### src/rtl/core_pkg.sv
// Shared types for the RV32 pipeline: ALU opcodes, forwarding selects
// and the E-stage control bundle.
package core_pkg;

    typedef enum logic [2:0] {
        ALU_ADD   = 3'b000,
        ALU_SUB   = 3'b001,
        ALU_AND   = 3'b010,
        ALU_OR    = 3'b011,
        ALU_XOR   = 3'b100,
        ALU_PASSB = 3'b101,
        ALU_SLL   = 3'b110,
        ALU_SRL   = 3'b111
    } alu_op_e;

    typedef enum logic [1:0] {
        FWD_RF = 2'b00,
        FWD_W  = 2'b01,
        FWD_M  = 2'b10
    } fwd_sel_e;

    typedef struct packed {
        logic       reg_write;
        logic       mem_write;
        logic       jump;
        logic       branch;
        logic       alu_src;
        logic [1:0] result_src;
        alu_op_e    alu_ctrl;
    } ctrl_e_t;

    // All-zero control is a harmless add with no side effects.
    localparam ctrl_e_t CTRL_BUBBLE = '0;

endpackage

### src/rtl/fwd_mux.sv
// Operand forwarding mux: register file value, W-stage result or
// M-stage ALU result. The reserved select falls back to the register file.
module fwd_mux
    import core_pkg::*;
#(
    parameter int W = 32
) (
    input  logic [1:0]   sel,
    input  logic [W-1:0] rf,
    input  logic [W-1:0] w,
    input  logic [W-1:0] m,
    output logic [W-1:0] y
);

    always_comb begin
        y = rf;
        case (sel)
            FWD_W:   y = w;
            FWD_M:   y = m;
            default: y = rf;
        endcase
    end

endmodule

### src/rtl/id_ex_stage.sv
// Decode/Execute pipeline register with stall, flush and the
// E-stage operand forwarding / immediate-select muxes.
module id_ex_stage
    import core_pkg::*;
#(
    parameter int DATA_WIDTH = 32,
    parameter int REG_ADDR_W = 5
) (
    input  logic                  clk,
    input  logic                  rst,
    input  logic                  StallE,
    input  logic                  FlushE,
    input  logic                  RegWriteD,
    input  logic                  MemWriteD,
    input  logic                  JumpD,
    input  logic                  BranchD,
    input  logic                  ALUSrcD,
    input  logic [1:0]            ResultSrcD,
    input  logic [2:0]            ALUctrlD,
    input  logic [DATA_WIDTH-1:0] RD1D,
    input  logic [DATA_WIDTH-1:0] RD2D,
    input  logic [DATA_WIDTH-1:0] ImmExtD,
    input  logic [DATA_WIDTH-1:0] PCD,
    input  logic [DATA_WIDTH-1:0] PCPlus4D,
    input  logic [REG_ADDR_W-1:0] Rs1D,
    input  logic [REG_ADDR_W-1:0] Rs2D,
    input  logic [REG_ADDR_W-1:0] RdD,
    input  logic [1:0]            ForwardAE,
    input  logic [1:0]            ForwardBE,
    input  logic [DATA_WIDTH-1:0] ALUResultM,
    input  logic [DATA_WIDTH-1:0] ResultW,
    output logic                  RegWriteE,
    output logic                  MemWriteE,
    output logic                  JumpE,
    output logic                  BranchE,
    output logic [1:0]            ResultSrcE,
    output logic [2:0]            ALUctrlE,
    output logic [DATA_WIDTH-1:0] PCE,
    output logic [DATA_WIDTH-1:0] PCPlus4E,
    output logic [DATA_WIDTH-1:0] ImmExtE,
    output logic [REG_ADDR_W-1:0] Rs1E,
    output logic [REG_ADDR_W-1:0] Rs2E,
    output logic [REG_ADDR_W-1:0] RdE,
    output logic                  ValidE,
    output logic [DATA_WIDTH-1:0] SrcAE,
    output logic [DATA_WIDTH-1:0] SrcBE,
    output logic [DATA_WIDTH-1:0] WriteDataE
);

    ctrl_e_t               ctrl_q, ctrl_d;
    logic                  valid_q, valid_d;
    logic [DATA_WIDTH-1:0] rd1_q, rd1_d;
    logic [DATA_WIDTH-1:0] rd2_q, rd2_d;
    logic [DATA_WIDTH-1:0] imm_q, imm_d;
    logic [DATA_WIDTH-1:0] pc_q, pc_d;
    logic [DATA_WIDTH-1:0] pc4_q, pc4_d;
    logic [REG_ADDR_W-1:0] rs1_q, rs1_d;
    logic [REG_ADDR_W-1:0] rs2_q, rs2_d;
    logic [REG_ADDR_W-1:0] rd_q, rd_d;

    // Priority: reset, then flush (beats stall), then stall, then load.
    always_comb begin
        ctrl_d  = ctrl_q;
        valid_d = valid_q;
        rd1_d   = rd1_q;
        rd2_d   = rd2_q;
        imm_d   = imm_q;
        pc_d    = pc_q;
        pc4_d   = pc4_q;
        rs1_d   = rs1_q;
        rs2_d   = rs2_q;
        rd_d    = rd_q;
        if (rst || FlushE) begin
            ctrl_d  = CTRL_BUBBLE;
            valid_d = 1'b0;
            rd1_d   = '0;
            rd2_d   = '0;
            imm_d   = '0;
            pc_d    = '0;
            pc4_d   = '0;
            rs1_d   = '0;
            rs2_d   = '0;
            rd_d    = '0;
        end else if (!StallE) begin
            ctrl_d.reg_write  = RegWriteD;
            ctrl_d.mem_write  = MemWriteD;
            ctrl_d.jump       = JumpD;
            ctrl_d.branch     = BranchD;
            ctrl_d.alu_src    = ALUSrcD;
            ctrl_d.result_src = ResultSrcD;
            ctrl_d.alu_ctrl   = alu_op_e'(ALUctrlD);
            valid_d = 1'b1;
            rd1_d   = RD1D;
            rd2_d   = RD2D;
            imm_d   = ImmExtD;
            pc_d    = PCD;
            pc4_d   = PCPlus4D;
            rs1_d   = Rs1D;
            rs2_d   = Rs2D;
            rd_d    = RdD;
        end
    end

    always_ff @(posedge clk) begin
        ctrl_q  <= ctrl_d;
        valid_q <= valid_d;
        rd1_q   <= rd1_d;
        rd2_q   <= rd2_d;
        imm_q   <= imm_d;
        pc_q    <= pc_d;
        pc4_q   <= pc4_d;
        rs1_q   <= rs1_d;
        rs2_q   <= rs2_d;
        rd_q    <= rd_d;
    end

    fwd_mux #(.W(DATA_WIDTH)) u_fwd_a (
        .sel (ForwardAE),
        .rf  (rd1_q),
        .w   (ResultW),
        .m   (ALUResultM),
        .y   (SrcAE)
    );

    fwd_mux #(.W(DATA_WIDTH)) u_fwd_b (
        .sel (ForwardBE),
        .rf  (rd2_q),
        .w   (ResultW),
        .m   (ALUResultM),
        .y   (WriteDataE)
    );

    assign SrcBE      = ctrl_q.alu_src ? imm_q : WriteDataE;

    assign RegWriteE  = ctrl_q.reg_write;
    assign MemWriteE  = ctrl_q.mem_write;
    assign JumpE      = ctrl_q.jump;
    assign BranchE    = ctrl_q.branch;
    assign ResultSrcE = ctrl_q.result_src;
    assign ALUctrlE   = ctrl_q.alu_ctrl;
    assign ValidE     = valid_q;
    assign PCE        = pc_q;
    assign PCPlus4E   = pc4_q;
    assign ImmExtE    = imm_q;
    assign Rs1E       = rs1_q;
    assign Rs2E       = rs2_q;
    assign RdE        = rd_q;

endmodule

### config.mk
export PLATFORM = sky130hd
export DESIGN_NAME = id_ex_stage
export DESIGN_NICKNAME = d
export VERILOG_FILES = /design/src/rtl/core_pkg.sv /design/src/rtl/fwd_mux.sv /design/src/rtl/id_ex_stage.sv
export SDC_FILE = /design/constraint.sdc
export NUM_CORES = 1
export LEC_CHECK = 0
export BUFFER_PORTS_ARGS = -buffer_cell sky130_fd_sc_hd__clkbuf_2
export CORE_AREA = 2 2 183 185
export CTS_BUF_LIST = sky130_fd_sc_hd__clkbuf_2
export DETAILED_ROUTE_END_ITERATION = 10
export DIE_AREA = 0 0 185 187
export MAX_ROUTING_LAYER = met4
export SYNTH_ARGS = -nofsm -noshare
export SYNTH_HDL_FRONTEND = slang
export SYNTH_SLANG_ARGS = --single-unit
### constraint.sdc
create_clock -name clk -period 1.8 [get_ports clk]
set_input_delay 0 -clock clk [delete_from_list [all_inputs] [get_ports clk]]
set_output_delay 0 -clock clk [all_outputs]
set_load 0.1 [all_outputs]
==> run_results.csv, run 1 <==
group,metric,value,unit
clocking,cts_hold_buf,367,
synthesis,postSynthCellCount,903,
run_status,stop_error,"[ERROR RSZ-0060] Max buffer count reached.",
synthesis,postSynthRegisterBits,186,
synthesis,yosysWarnings,0,
synthesis,yosysTopAreaCell,"dfxtp_1",
synthesis,syn_nets,1164,
floorplan,die_height,187,microns
run_status,status,"stopped before the end",
floorplan,io_pins,474,
synthesis,synthFlopType,"dfxtp_1",
synthesis,ys_types,18,
synthesis,synth_edf_count,0,
synthesis,ys_seq_area_share,44.2,%
synthesis,async_reset_ff_share,0,%
clocking,clockBufferDepth,2,
synthesis,synth_top_area_share,44.2,%
placement,dpl.hpwl,25900,microns
placement,gp_congestion,0.843,
placement,port_buffers,473,
clocking,cts_resized,242,
floorplan,num_rows,67,
clocking,root_buffer,"clkbuf_2",
floorplan,initial_core_util,25.6,%
placement,dp_cells,1785,
clocking,numCtsBuffers,17,
run_status,failed_stage,"clock tree synthesis",
synthesis,synth_area_per_cell,9.32,sq um
synthesis,yosys-top-cells-area,"dfxtp_1 (44%), mux2i_1 (22%), nor2_1 (9.7%), buf_6 (4.3%), a221oi_1 (3.3%)",
clocking,h-tree-depth,4,
clocking,clock-sinks,186,
synthesis,syn_area,0.00842,sq mm
floorplan,die_w,185,microns
clocking,cts_setup_buffers,10,
-- through the flow --
| step | setup slack (ns) | area, sq um | hold slack [ns] |
|---|---|---|---|
| 3_5_place_dp | 0.188 | 13200 | 0.236 |
| 3_3_place_gp | 0.196 | 13200 | 0.228 |
| 2_1_floorplan | -0.416 | 8860 | 0.144 |
-- cell usage after synthesis, types with 4 or more instances --
cell type / instances
clkbuf_1: 24
nor2b_1: 32
ha_1: 4
dfxtp_1: 186
buf_6: 32
buf_2: 16
mux2i_1: 185
buf_4: 7
o21ai_0: 32
a22oi_1: 32
nor2_1: 217
nand2_1: 64
inv_1: 5
o31ai_1: 32
a221oi_1: 32
-- logic make-up after synthesis --
logic type / count (synthesis) / share of synthesized area (%)
flip-flops: 186 / 44.2
multiplexers: 185 / 22.0
buffers and inverters: 85 / 7.19
adder cells (fa/ha/maj): 4 / 0.595
AO/OA/AOI/OAI: 129 / 11.0
AND/OR/NAND/NOR: 314 / 15.0
==> run 2, diff against run 1 <==
- CORE_AREA: 2 2 183 185 -> unset
- CORE_MARGIN: unset -> 1.5
- CORE_UTILIZATION: unset -> 20
- CTS_BUF_LIST: sky130_fd_sc_hd__clkbuf_2 -> unset
- DIE_AREA: 0 0 185 187 -> unset
- MAX_ROUTING_LAYER: met4 -> unset
- PLACE_DENSITY_LB_ADDON: unset -> 0.15
==> run_results.csv, run 2 <==
group,metric,value,unit
route,drt-initial-drc-count,313,
synthesis,synthTopCellsByCount,"nor2_1 (217), dfxtp_1 (186), mux2i_1 (185)",
route,wl_per_cell,17.4,microns
setup_path,critPathKind,"reg -> out",
clocking,numCtsBuffers,17,
placement,port_buffers,473,
floorplan,num_rows,74,
synthesis,muxShareOfSynthArea,22.0,%
synthesis,syn_area,0.00842,sq mm
global_route,grt_pass1_wl,55300,microns
route,dr.pass1.iters,5,
cells_and_area,multiInputGateArea,0.00455,sq mm
synthesis,yosys.area_share.simple,15.0,%
cells_and_area,layout-drive-gt1-share,41.6,%
timing,rsz0062_at_grt,"no",
power_and_ir_drop,ir_drop,0.780,mV
synthesis,synth_xor_area_share,0,%
run_status,status,"finished, final reports clean",
power_and_ir_drop,power_frac_seq,30.9,%
setup_path,startpoint,"ctrl_q[5]",
cells_and_area,layout-area-overhead-vs-synth,87.0,%
clocking,cts_tree,"built",
clocking,clockBufferDepth,2,
clocking,insertion_delay,0.46,ns
clocking,h-tree-depth,4,
synthesis,synth_fa_ha_area_share,0.595,%
placement,dp_cells,1865,
setup_path,cp-endpoint,"SrcBE[16]",
setup_path,crit_fanout,31,
power_and_ir_drop,p_leak,7.24,nW
synthesis,postSynthRegisterBits,186,
timing,skew,0,ns
synthesis,synth_compound_area_share,11.0,%
setup_path,reg2reg_to,"ctrl_q[5]",
synthesis,synth_area_per_cell,9.32,sq um
power_and_ir_drop,p_int,8.36,mW
synthesis,synth_top_family_by_area,"multiplexers",
global_route,grt_max_degree,65,
timing,hold_viol,0,
synthesis,ys_types,18,
setup_path,critPathArrivalTime,1.67,ns
cells_and_area,final_common_cell,"clkbuf_2",
timing,fin_setup_tns,0,ns
floorplan,die-area,0.0433,sq mm
timing,setup_viol_count_final,0,
synthesis,yosysWarnings,0,
synthesis,yosys-top-cells-area,"dfxtp_1 (44%), mux2i_1 (22%), nor2_1 (9.7%), buf_6 (4.3%), a221oi_1 (3.3%)",
global_route,grt_use_total,16.7,%
synthesis,synth_top_area_share,44.2,%
floorplan,core_area,0.0412,sq mm
job,maxCapViolCount,0,
floorplan,io_pins,474,
power_and_ir_drop,power_density,891,mW/mm^2
route,wl,36400,microns
cells_and_area,finalNetCount,1800,
cells_and_area,final_cells,2086,
timing,worst_pin_slew,0.621,ns
timing,fin_crit,1.67,ns
cells_and_area,final-seq-area,0.00373,sq mm
route,viasPerCell,4.29,
synthesis,yosysMostFrequentCell,"nor2_1",
clocking,cts.clk_slew.worst_paths,0.07,ns
power_and_ir_drop,power.share.combinational,41.1,%
setup_path,rr_worst_depth,3,
route,vias,8956,
placement,dpl.hpwl,27400,microns
floorplan,die_height,208,microns
global_route,grt_pass1_vias,9270,
synthesis,synth_edf_count,0,
synthesis,ys_seq_area_share,44.2,%
setup_path,worstPathRequired,1.80,ns
power_and_ir_drop,p_clk_share,28.0,%
setup_path,r2r_setup_slack,0.95,ns
synthesis,yosysTopAreaCell,"dfxtp_1",
power_and_ir_drop,switchingPower,5.66,mW
cells_and_area,final_cell_mix,"clkbuf_2 (376), dfxtp_1 (185), mux2i_1 (185), nor2_1 (185), dlygate4sd3_1 (185)",
cells_and_area,fillCellCount,4247,
clocking,clock-sinks,186,
global_route,antenna_found_initial,4,
clocking,root_buffer,"clkbuf_16",
route,antenna_left,0,
power_and_ir_drop,switching_share,40.4,%
synthesis,postSynthCellCount,903,
synthesis,async_reset_ff_share,0,%
route,drc_errors,0,
placement,gp_congestion,0.783,
floorplan,initial_core_util,20.4,%
setup_path,start_kind,"flop",
setup_path,cp-end-kind,"primary output",
timing,slew_violations,0,
global_route,grt.overflow.total,0,
synthesis,syn_nets,1164,
timing,slew_headroom,58.6,%
timing,fmax,598,MHz
worst_hold_path,hp-class,"in -> reg",
timing,fin_crit_sh,93.0,%
floorplan,die_w,208,microns
synthesis,synthFlopType,"dfxtp_1",
power_and_ir_drop,power,14.0,mW
setup_path,r2r_start,"ctrl_q[5]",
## run 2: cell counts after synthesis
No cell type changed its count.
## run 2: layout make-up
cell class | instances | share of cell area (%)
Clock buffer | 19 | 2.81
Timing Repair Buffer | 697 | 39.3
Sequential cell | 186 | 23.7
Antenna cell | 2 | 0.0318
Clock inverter | 13 | 0.914
Tap cell | 532 | 4.23
Multi-Input combinational cell | 632 | 28.9
Inverter | 5 | 0.119
## run 2: worst min path at each step
| stage | from | endpoint | slack, ns | cells after the start |
|---|---|---|---|---|
| 2_1_floorplan | ALUctrlD[0] | ALUctrlE[0] | 0.14 | 2 |
| 3_3_place_gp | Rs2D[4] | Rs2E[4] | 0.23 | 3 |
| 3_5_place_dp | PCPlus4D[15] | PCPlus4E[15] | 0.24 | 3 |
| 4_1_cts | StallE | RdE[0] | 0.03 | 3 |
| 5_1_grt | StallE | ctrl_q[5] | 0.05 | 3 |
| 6_report | StallE | RdE[0] | 0.04 | 3 |
## run 2: per-layer routing
metal  wire [microns]  track usage, %
met4              677            5.79
met1            15100            19.3
met3             2460            5.22
met2            18100            29.2
met5               26               0
## run 2: kinds of logic after synthesis
logic type,count (synthesis)
flip-flops,186
buffers and inverters,85
multiplexers,185
AO/OA/AOI/OAI,129
adder cells (fa/ha/maj),4
AND/OR/NAND/NOR,314
## run 2: per-stage QoR
stage / cell area, sq um / hold slack, ns / setup slack (ns) / utilization [%]
CTS: 15700 / 0.0345 / 0.0783 / 38.2
floorplan: 8860 / 0.144 / -0.416 / -
finish: 15700 / 0.0411 / 0.126 / 38.2
global route: 15700 / 0.0514 / 0.0287 / 38.2
detailed placement: 13300 / 0.237 / 0.182 / 32.2
global placement: 13300 / 0.229 / 0.222 / 32.2
## run 2: critical path, cell delays in order, from the launching register on
cell     delay [ns]
dfxtp_4        0.40
buf_12         0.20
o31ai_2        0.37
buf_12         0.22
## run 2: power groups by stage
stage	registers, mW	clock network, mW	logic (mW)
3_3_place_gp	4.43	0	5.44
5_1_grt	4.35	4.24	5.98
2_1_floorplan	5.02	0	2.97
4_1_cts	4.34	4.08	5.81
6_report	4.33	3.93	5.76
3_5_place_dp	4.43	0	5.46
## run 2: timing repair
action                                  4_1_cts  5_1_grt
hold buffers                                185        0
endpoints found under the setup margin        3        0
hold endpoints to repair                    185        0
resized for setup                             0        0
setup buffers                                 2        0
No activity file was read; power rests on OpenSTA's default activity.
